**src/rtl/mem_arbiter.sv**
```systemverilog
// mem_arbiter: shares one fixed-latency single-port memory between an instruction read port
// and a data read/write port. Define ARB_ROUND_ROBIN_EN to alternate winners on conflicts.
module mem_arbiter #(
  parameter int ADDR_W  = 32,
  parameter int DATA_W  = 32,
  parameter int MEM_LAT = 2
) (
  input  logic              clk,
  input  logic              reset,
  input  logic              i_req,
  input  logic [ADDR_W-1:0] i_addr,
  output logic              i_gnt,
  output logic              i_rvalid,
  output logic [DATA_W-1:0] i_rdata,
  input  logic              d_req,
  input  logic              d_we,
  input  logic [ADDR_W-1:0] d_addr,
  input  logic [DATA_W-1:0] d_wdata,
  output logic              d_gnt,
  output logic              d_rvalid,
  output logic [DATA_W-1:0] d_rdata,
  output logic              m_req,
  output logic              m_we,
  output logic [ADDR_W-1:0] m_addr,
  output logic [DATA_W-1:0] m_wdata,
  input  logic [DATA_W-1:0] m_rdata,
  output logic              busy
);

  localparam int CNT_W = (MEM_LAT > 1) ? $clog2(MEM_LAT) : 1;

  typedef enum logic [1:0] {
    IDLE  = 2'd0,
    ISSUE = 2'd1,
    WAIT  = 2'd2,
    RESP  = 2'd3
  } state_t;

  state_t             state;
  state_t             state_nxt;
  logic [CNT_W-1:0]   cnt;
  logic               own_d;
  logic               cap_we;
  logic [ADDR_W-1:0]  cap_addr;
  logic [DATA_W-1:0]  cap_wdata;
  logic               pick_d;
  logic               take;

  assign take = (state == IDLE) && (i_req || d_req);

`ifdef ARB_ROUND_ROBIN_EN
  // last_d = 1 when the data port owned the most recent access
  logic last_d;

  always_ff @(posedge clk or negedge reset) begin
    if (!reset) begin
      last_d <= 1'b0;
    end else if (take) begin
      last_d <= pick_d;
    end
  end

  assign pick_d = d_req && (!i_req || !last_d);
`else
  assign pick_d = d_req;
`endif

  always_ff @(posedge clk or negedge reset) begin
    if (!reset) begin
      state     <= IDLE;
      cnt       <= '0;
      own_d     <= 1'b0;
      cap_we    <= 1'b0;
      cap_addr  <= '0;
      cap_wdata <= '0;
    end else begin
      state <= state_nxt;
      if (take) begin
        own_d    <= pick_d;
        cap_we   <= pick_d && d_we;
        cap_addr <= pick_d ? d_addr : i_addr;
        if (pick_d) begin
          cap_wdata <= d_wdata;
        end
      end
      if (state == ISSUE) begin
        cnt <= CNT_W'(MEM_LAT - 1);
      end else if (state == WAIT) begin
        cnt <= cnt - CNT_W'(1);
      end
    end
  end

  always_comb begin
    state_nxt = state;
    case (state)
      IDLE:  if (i_req || d_req) state_nxt = ISSUE;
      ISSUE: state_nxt = (MEM_LAT == 1) ? RESP : WAIT;
      WAIT:  if (cnt == CNT_W'(1)) state_nxt = RESP;
      RESP:  state_nxt = IDLE;
      default: state_nxt = IDLE;
    endcase
  end

  // Strobes decode straight from state so reset clears them in the same cycle
  always_comb begin
    m_req    = (state == ISSUE);
    m_we     = (state == ISSUE) && cap_we;
    m_addr   = cap_addr;
    m_wdata  = cap_wdata;
    i_gnt    = (state == ISSUE) && !own_d;
    d_gnt    = (state == ISSUE) && own_d;
    i_rvalid = (state == RESP) && !own_d;
    d_rvalid = (state == RESP) && own_d;
    i_rdata  = i_rvalid ? m_rdata : '0;
    d_rdata  = (d_rvalid && !cap_we) ? m_rdata : '0;
    busy     = (state != IDLE);
  end

endmodule

```
**config.mk**
```make
export PLATFORM = sky130hd
export DESIGN_NAME = mem_arbiter
export DESIGN_NICKNAME = d
export VERILOG_FILES = /design/src/rtl/mem_arbiter.sv
export SDC_FILE = /design/constraint.sdc
export NUM_CORES = 1
export LEC_CHECK = 0
export CAP_MARGIN = 20
export CORE_MARGIN = 2
export CORE_UTILIZATION = 34
export CTS_CLUSTER_SIZE = 30
export DETAILED_ROUTE_END_ITERATION = 10
export PLACE_DENSITY = 0.83
export SYNTH_ARGS = -nofsm -noshare
export SYNTH_HDL_FRONTEND = slang
export SYNTH_SLANG_ARGS = --single-unit
```
**constraint.sdc**
```tcl
create_clock -name clk -period 1.6 [get_ports clk]
set_input_delay 0.32 -clock clk [delete_from_list [all_inputs] [get_ports clk]]
set_output_delay 0.32 -clock clk [all_outputs]
set_load 0.005 [all_outputs]
```
==> metrics <==
outcome=finished with violations; failing checks=hold timing, setup timing; Final Wtd Congestion=0.841; Worst Reg-to-Reg Cells=9; Seq pwr share=0.254; final WL=14.6 mm; TritonCTS clock tree=yes; Routed Antenna Nets=0; row cnt=37; DPL Wire Length=9.09 mm; Crit Path Class=flop to output pin; Pwr Total=12.7 mW; initial core utilization=0.346; DP Worst Slack=-0.400 ns; H-tree levels=3; final-report hold violation count=6; cts-stage hold buffer count=0; utilization after layout=0.766; cells after synthesis=309; io pins=268; internal power=8.63 mW; Lkg Pwr=3.90 nW; Max clock buf depth=2; Worst setup SP type=flop; Overflow after GRT=0; Critical Path RT=1.28 ns; die extent in y=106 um; fraction of registers with async set/reset=1.00; Warnings, synthesis=0; crit path DAT=1.70 ns; initial antenna violation count=2; RSZ-0062 raised after global routing=true; Clk Latency, worst-skew pair=0.34 ns; post-synth top area share=0.487; dpl cell area=6460 um2; vias in the first global route=3962; Final Max Tran Viols=0; cell taking the most area after synthesis=dfrtp_1; hold slack=-0.00281 ns; sw power=4.08 mW; Layout area overhead=121%; Post-synth EDFFs=0; RR Startpoint=state[1]$_DFFE_PN0P_; CTS Sinks=69; wire per inst=18.8 um; Seq cells post-synth=69; r2r setup slk=-0.19 ns; fin crit period=2.02 ns; Reg clk slew, reported paths=0.08 ns; worst slew pin tran=0.367 ns; Slew HR=0.755; clock group share of total power=0.109; Synth cell types=26; Core Area=10200 um2; max cap viols=0; Comb power frac=0.637; Pre-antenna DRT Iters=6; dominant synthesized flop cell=dfrtp_1; vias per cell=4.75; Final setup viols=139; mapped cell area=3540 um2; Avg Inst Size Synth=11.5 um2; DIE WIDTH=106 um; period utilization=1.26; worst min path class=input pin to async pin; gr usage total=0.243; Synth Net Count=447; Root Driver=clkbuf_8; final setup TNS=-27.09 ns; Setup WS post-layout=-0.421 ns; P per Cell Area=1620 nW/um2; critical path startpoint=state[1]$_DFFE_PN0P_; fin area=7830 um2; top post-synthesis cells by count=69 x dfrtp_1, 67 x and2_1, 35 x nand2_1; Sw Ratio=0.321; Die ar.=11300 um2; drt first-iter violations=95; Setup Skew=0.00448 ns; DRC errors left=0; worst vdd ir=784 uV; crit-path max FO=8; first-pass GRT wire length=21.1 mm; I/O Buffers=267; routed vias=3680; share of layout cells above drive strength 1=0.473; Worst setup EP type=output pin; Num CTS Buffers=9; reg2reg end=state[1]$_DFFE_PN0P_; layout net count=769; fmax=495 MHz; pin count of the biggest net entering global routing=70; Area contributors post-synth=dfrtp_1 49%, mux2_4 12%, and2_1 12%, mux2i_1 9.0%, nand2_1 3.7%; most common cell in the netlist=dfrtp_1; register area share after synthesis=0.487
[power by group through the flow]
| stage | sequential, mW | combinational (mW) | clock, mW |
|---|---|---|---|
| finish | 3.22 | 8.09 | 1.39 |
| detailed placement | 3.15 | 5.60 | 0 |
| CTS | 3.15 | 7.46 | 1.42 |
| global placement | 3.09 | 5.44 | 0 |
| floorplan | 3.17 | 2.13 | 0 |
| global route | 3.32 | 8.57 | 1.53 |
[worst max-delay path, cell delays in order (launching register included)]
cell     delay (ns)
dfrtp_1        0.40
ha_2           0.19
and2_4         0.16
and2b_4        0.21
buf_12         0.15
and2_4         0.15
buf_6          0.11
[timing repair]
item / CTS / global route
cloned: 13 / 2
endpoints found under the hold margin: 0 / 0
pin swaps: 46 / 22
resized for setup: 439 / 127
buffers inserted: 22 / 18
endpoints found under the setup margin: 124 / 153
[how the worst max path moves through the flow]
stage                       to  slack (ns)  cells past startpoint
finish              d_rdata[0]       -0.42                      6
global route        d_rdata[0]       -0.50                      6
detailed placement  d_rdata[8]       -0.40                      6
CTS                 d_rdata[0]       -0.53                      7
floorplan           d_rdata[0]        0.04                      5
global placement    d_rdata[9]       -0.35                      6
[cell type report]
type | count | area, um2
diodes | 2 | 5.00
clock buffers | 10 | 128
clock inverters | 6 | 63.8
fillers | 627 | 2400
inverters | 4 | 20.0
multi-input cells | 216 | 2080
flip-flops and latches | 69 | 1730
well taps | 136 | 170
repair buffers | 331 | 3630
[cell usage in the layout, fill, tap and decap left out, drive strengths merged, types with 3 or more instances in the layout]
| master | netlist | routed |
|---|---|---|
| and2 | 67 | 67 |
| buf | 10 | 135 |
| clkbuf | 10 | 12 |
| clkdlybuf4s50 | 0 | 172 |
| clkinv | 0 | 3 |
| dfrtp | 69 | 69 |
| dlymetal6s2s | 0 | 22 |
| ha | 5 | 5 |
| inv | 4 | 4 |
| mux2 | 33 | 33 |
| mux2i | 32 | 32 |
| nand2 | 36 | 36 |
| nor2 | 3 | 3 |
| o21ai | 33 | 33 |
[per-stage QoR]
step                      cells  hold slack (ns)
after floorplan             309           0.0244
after global placement      712            0.364
after detailed placement    712            0.382
after CTS                   763           0.0115
after global routing        774          0.00475
final                       774         -0.00281
[kinds of logic (layout without fill, tap and decap cells)]
family,Yosys count,after routing,share of synthesized area
compound gates,36,36,0.0547
fa+ha+maj,5,5,0.0177
buf+inv,24,351,0.0448
flops,69,69,0.487
mux,65,65,0.226
other cells,0,2,0
simple gates,110,110,0.169
[per-layer routing]
layer	global-route usage	share of wire	wire (um)	vias up
met4	0.105	0.041	603	0
met5	0	0	0	-
met2	0.475	0.57	8260	175
met3	0.0656	0.063	921	39
li1	-	-	-	1677
met1	0.238	0.33	4800	1789
[flip-flops by register name, indices dropped and copies added, names as in the netlist]
register / flops
cnt: 1
m_addr: 32
cap_we: 1
state: 2
own_d: 1
m_wdata: 32
Power figures use the tool's default switching activity.
==> patch 1: new RTL, config.mk and constraints unchanged <==
The option `ARB_ROUND_ROBIN_EN` is turned on by a define.
--- a/src/rtl/mem_arbiter.sv
+++ b/src/rtl/mem_arbiter.sv
@@ -2,2 +2,4 @@
 // and a data read/write port. Define ARB_ROUND_ROBIN_EN to alternate winners on conflicts.
+`define ARB_ROUND_ROBIN_EN
+
 module mem_arbiter #(
Function: changed (a bounded check fails within 10 cycles, from zero or initial values and one cycle with reset low).
==> patch 1 against the unedited design <==
- the flow finishes with violations (negative setup slack)
- synthesized area is 5.2% lower
- design area down 0.14%
- highest routed layer unchanged
- clock power fell by 4%
- sequential cell count unchanged
- critical path depth is 1 higher
- worst setup slack got worse by 0.056 ns
- cell count is 5.3% higher
- routed wire length is 12% higher
- sequential share of layout area is essentially flat
- power up 3.6%
- register-to-register slack improved by 0.05 ns
- non-clock buffer count rose by 10
==> patch 1: results <==
{
  "synth_area_leaders": "dfrtp_1, and2_1, mux2_1",
  "finalSetupViolations": 138,
  "syn_nets": 483,
  "pre_cts_slack_ns": -0.403,
  "yosysUniqueCellTypes": 22,
  "dr.first_iter.drc_count": 139,
  "dpl.cell_count": 748,
  "internal_power_w": 0.00866,
  "hold_class": "flop to flop",
  "holdBufCountCts": 1,
  "gp_routability_congestion": 0.742,
  "wl_met3_um": 1120,
  "dr.pass1.iters": 4,
  "power_density_mw_per_mm2": 1680,
  "finalSetupTns_ns": -31.00,
  "r2r_start": "state[0]",
  "outcome": "finished with violations",
  "avgSynthCellArea_um2": 9.74,
  "place_area_mm2": 0.00637,
  "first_global_vias": 3950,
  "violations": "negative setup slack",
  "fillers": 533,
  "synth_seq_area_share_pct": 51.4,
  "antenna_found_initial": 1,
  "nets": 814,
  "power_frac_seq_pct": 24.0,
  "maxSlewHeadroom_pct": 69.6,
  "worstSetupEndpoint": "i_rdata[5]",
  "wl_met1_um": 5730,
  "detailed_place_hpwl_um": 9450,
  "power.leakage_nw": 3.65,
  "worst_slack_ns": -0.477
}
[patch 1: final cells by class]
| type | instances | area [µm²] | share of cell area, % |
|---|---|---|---|
| timing repair buffer | 341 | 3690 | 47.1 |
| sequential | 69 | 1730 | 22.1 |
| multi-input combinational | 251 | 2030 | 26.0 |
| antenna | 1 | 2.50 | 0.0320 |
| tap | 133 | 166 | 2.13 |
| clock inverter | 7 | 57.6 | 0.736 |
| inverter | 4 | 22.5 | 0.288 |
| clock buffer | 9 | 124 | 1.58 |
[patch 1: critical path, stage by stage (launching register included)]
cell,delay (ns)
dfrtp_1,0.36
ha_2,0.19
nor2b_4,0.29
buf_6,0.14
buf_6,0.10
buf_6,0.09
and2_4,0.14
buf_6,0.09
[patch 1: cells by family after synthesis]
family	Yosys count	synth area share [%]
AO/OA/AOI/OAI	71	11.5
adder cells (fa/ha/maj)	5	1.86
buffers and inverters	25	2.90
flip-flops	69	51.4
multiplexers	33	11.1
AND/OR/NAND/NOR	142	21.3
==> patch 2: new RTL, same settings <==
Without the edit above. The 4 states of `state_t` get a Gray code encoding in 2 bits.
--- a/src/rtl/mem_arbiter.sv
+++ b/src/rtl/mem_arbiter.sv
@@ -32,6 +32,6 @@
   typedef enum logic [1:0] {
-    IDLE  = 2'd0,
-    ISSUE = 2'd1,
-    WAIT  = 2'd2,
-    RESP  = 2'd3
+    IDLE  = 2'b00,
+    ISSUE = 2'b01,
+    WAIT  = 2'b11,
+    RESP  = 2'b10
   } state_t;
Behaviour: no difference found for any inputs over 10 cycles, from zero or initial values and one cycle with reset low; not proved beyond that.
==> patch 2 against the unedited design <==
- the run ends with negative setup slack left
- synthesized area shrank 1.9%
- synthesized cell count shrank 1.3%
- power shrank 10%
- first-iteration DRC count grew 42%
- sequential power shrank 3%
- routed wire length shrank 1.7%
- global-route usage grew 0.45 points
- cell count shrank 2.3%
- critical path depth grew 1
- design area shrank 5.6%
- worst setup slack lost 0.047 ns
- clock skew grew 0.0051 ns
- sequential cell count is the same
==> patch 2: results <==
{
  "place_area_mm2": 0.00639,
  "synth_flop_cell": "dfrtp_1",
  "synth_edf_count": 0,
  "finalSetupViolations": 134,
  "grt_pass1_wl_um": 21200,
  "rr_worst_depth": 7,
  "critPathLaunchType": "flop",
  "power.leakage_nw": 3.35,
  "worstSetupEndpoint": "d_rdata[30]",
  "nets": 752,
  "grt_max_degree": 70,
  "fillers": 625,
  "ys.warnings.count": 0,
  "vias_per_cell": 4.83,
  "dr.first_iter.drc_count": 135,
  "worst_slack_ns": -0.469,
  "yosysUniqueCellTypes": 21,
  "timing.rr.end": "m_wdata[3]",
  "clkTransAtPathRegs_ns": 0.07,
  "crit_arrival_ns": 1.75,
  "grtUsageTotal_pct": 24.8,
  "hp-start": "m_addr[2]",
  "outcome": "finished with violations",
  "finClkSkew_ns": 0.00957,
  "path_max_fanout": 4,
  "tightest_slew_ns": 0.502,
  "r2r_start": "state[0]",
  "vdd.ir_drop.worst_mv": 0.716,
  "clkLatencyLatePin_ns": 0.33,
  "synth-async-reset-ratio_pct": 100,
  "gp_routability_congestion": 0.915,
  "portBuffers": 267,
  "yosys-top-cells-count": "dfrtp_1, and2_1, o21ai_0",
  "synth_area_leaders": "dfrtp_1, and2_1, mux2_2",
  "root_buffer": "clkbuf_8",
  "violations": "negative setup slack",
  "clock_path_buffers": 2,
  "first_global_vias": 3880,
  "synth_seq_area_share_pct": 49.7,
  "htreeDepth": 3,
  "wl_per_cell_um": 19.0,
  "layout-drive-gt1-share_pct": 44.5,
  "dr.pass1.iters": 6,
  "antenna_found_initial": 1,
  "syn_nets": 438,
  "cts_buffers": 9,
  "pre_cts_slack_ns": -0.357,
  "hold_class": "flop to flop",
  "rrSetupSlack_ns": -0.27,
  "detailed_place_hpwl_um": 9250
}
-- patch 2: cell types whose count changed after synthesis, sizes merged, moves of 2 or more --
cell | unedited run | this run
nand2 | 36 | 2
ha | 5 | 0
inv | 4 | 2
o21ai | 33 | 66
clkbuf | 10 | 16
or2 | 0 | 2
-- patch 2: how the worst min path moves through the flow --
stage | end | slack (ns) | depth (start not counted)
2_1_floorplan | cap_we | 0.02 | 0
3_3_place_gp | m_wdata[17] | 0.37 | 2
3_5_place_dp | m_wdata[21] | 0.37 | 2
4_1_cts | m_addr[2] | 0.50 | 2
5_1_grt | m_addr[2] | 0.52 | 2
6_report | m_addr[2] | 0.49 | 2
-- patch 2: cell families (layout without fill, tap and decap cells) --
family                 Yosys count  in the layout  share of synthesized area, %
other                            0              1                             0
buffers and inverters           27            344                          4.36
DFF                             69             69                          49.7
muxes                           64             64                          19.6
AOI/OAI and AO/OA               68             68                          12.5
and+or+nand+nor                 77             77                          13.9
-- patch 2: area by class of cell --
type | count | area [µm²] | share of cell area (%)
repair buffers | 328 | 3430 | 46.4
multi-input cells | 209 | 1860 | 25.2
flip-flops and latches | 69 | 1730 | 23.4
well taps | 133 | 166 | 2.25
clock buffers | 9 | 124 | 1.68
clock inverters | 5 | 77.6 | 1.05
inverters | 2 | 7.51 | 0.102
diodes | 1 | 2.50 | 0.0338
-- patch 2: repair_timing --
action / 4_1_cts / 5_1_grt
endpoints found under the setup margin: 137 / 140
gates resized for setup: 395 / 63
pin swaps: 34 / 4
setup buffers: 27 / 3
hold buffers: 1 / 0
hold endpoints to repair: 9 / 0
cloned: 9 / 0
-- patch 2: per-layer routing --
layer / routed length [µm] / global-route usage [%] / up-vias
met5: 0 / 0 / -
met4: 603 / 13.5 / 0
met3: 870 / 6.11 / 42
met2: 7860 / 46.4 / 175
met1: 5000 / 24.9 / 1745
li1: - / - / 1688
-- patch 2: per-stage QoR --
step / total power [W] / instances / TNS (ns)
global placement: 0.00819 / 702 / -33.67
global route: 0.0120 / 756 / -43.63
CTS: 0.0109 / 753 / -31.86
detailed placement: 0.00833 / 702 / -35.67
finish: 0.0114 / 756 / -34.59
floorplan: 0.00498 / 305 / 0
-- patch 2: worst max-delay path, stage by stage (launching register included) --
cell,delay (ns)
dfrtp_1,0.38
and3b_2,0.25
nor2b_4,0.23
buf_6,0.13
buf_6,0.10
buf_6,0.11
and2_4,0.14
buf_6,0.09
-- patch 2: power breakdown --
| group | internal (W) | leakage (nW) | total [W] | switching [W] |
|---|---|---|---|---|
| sequential | 0.00262 | 0.834 | 0.00311 | 0.000494 |
| combinational | 0.00436 | 2.41 | 0.00678 | 0.00241 |
| clock | 0.000855 | 0.101 | 0.00149 | 0.000631 |
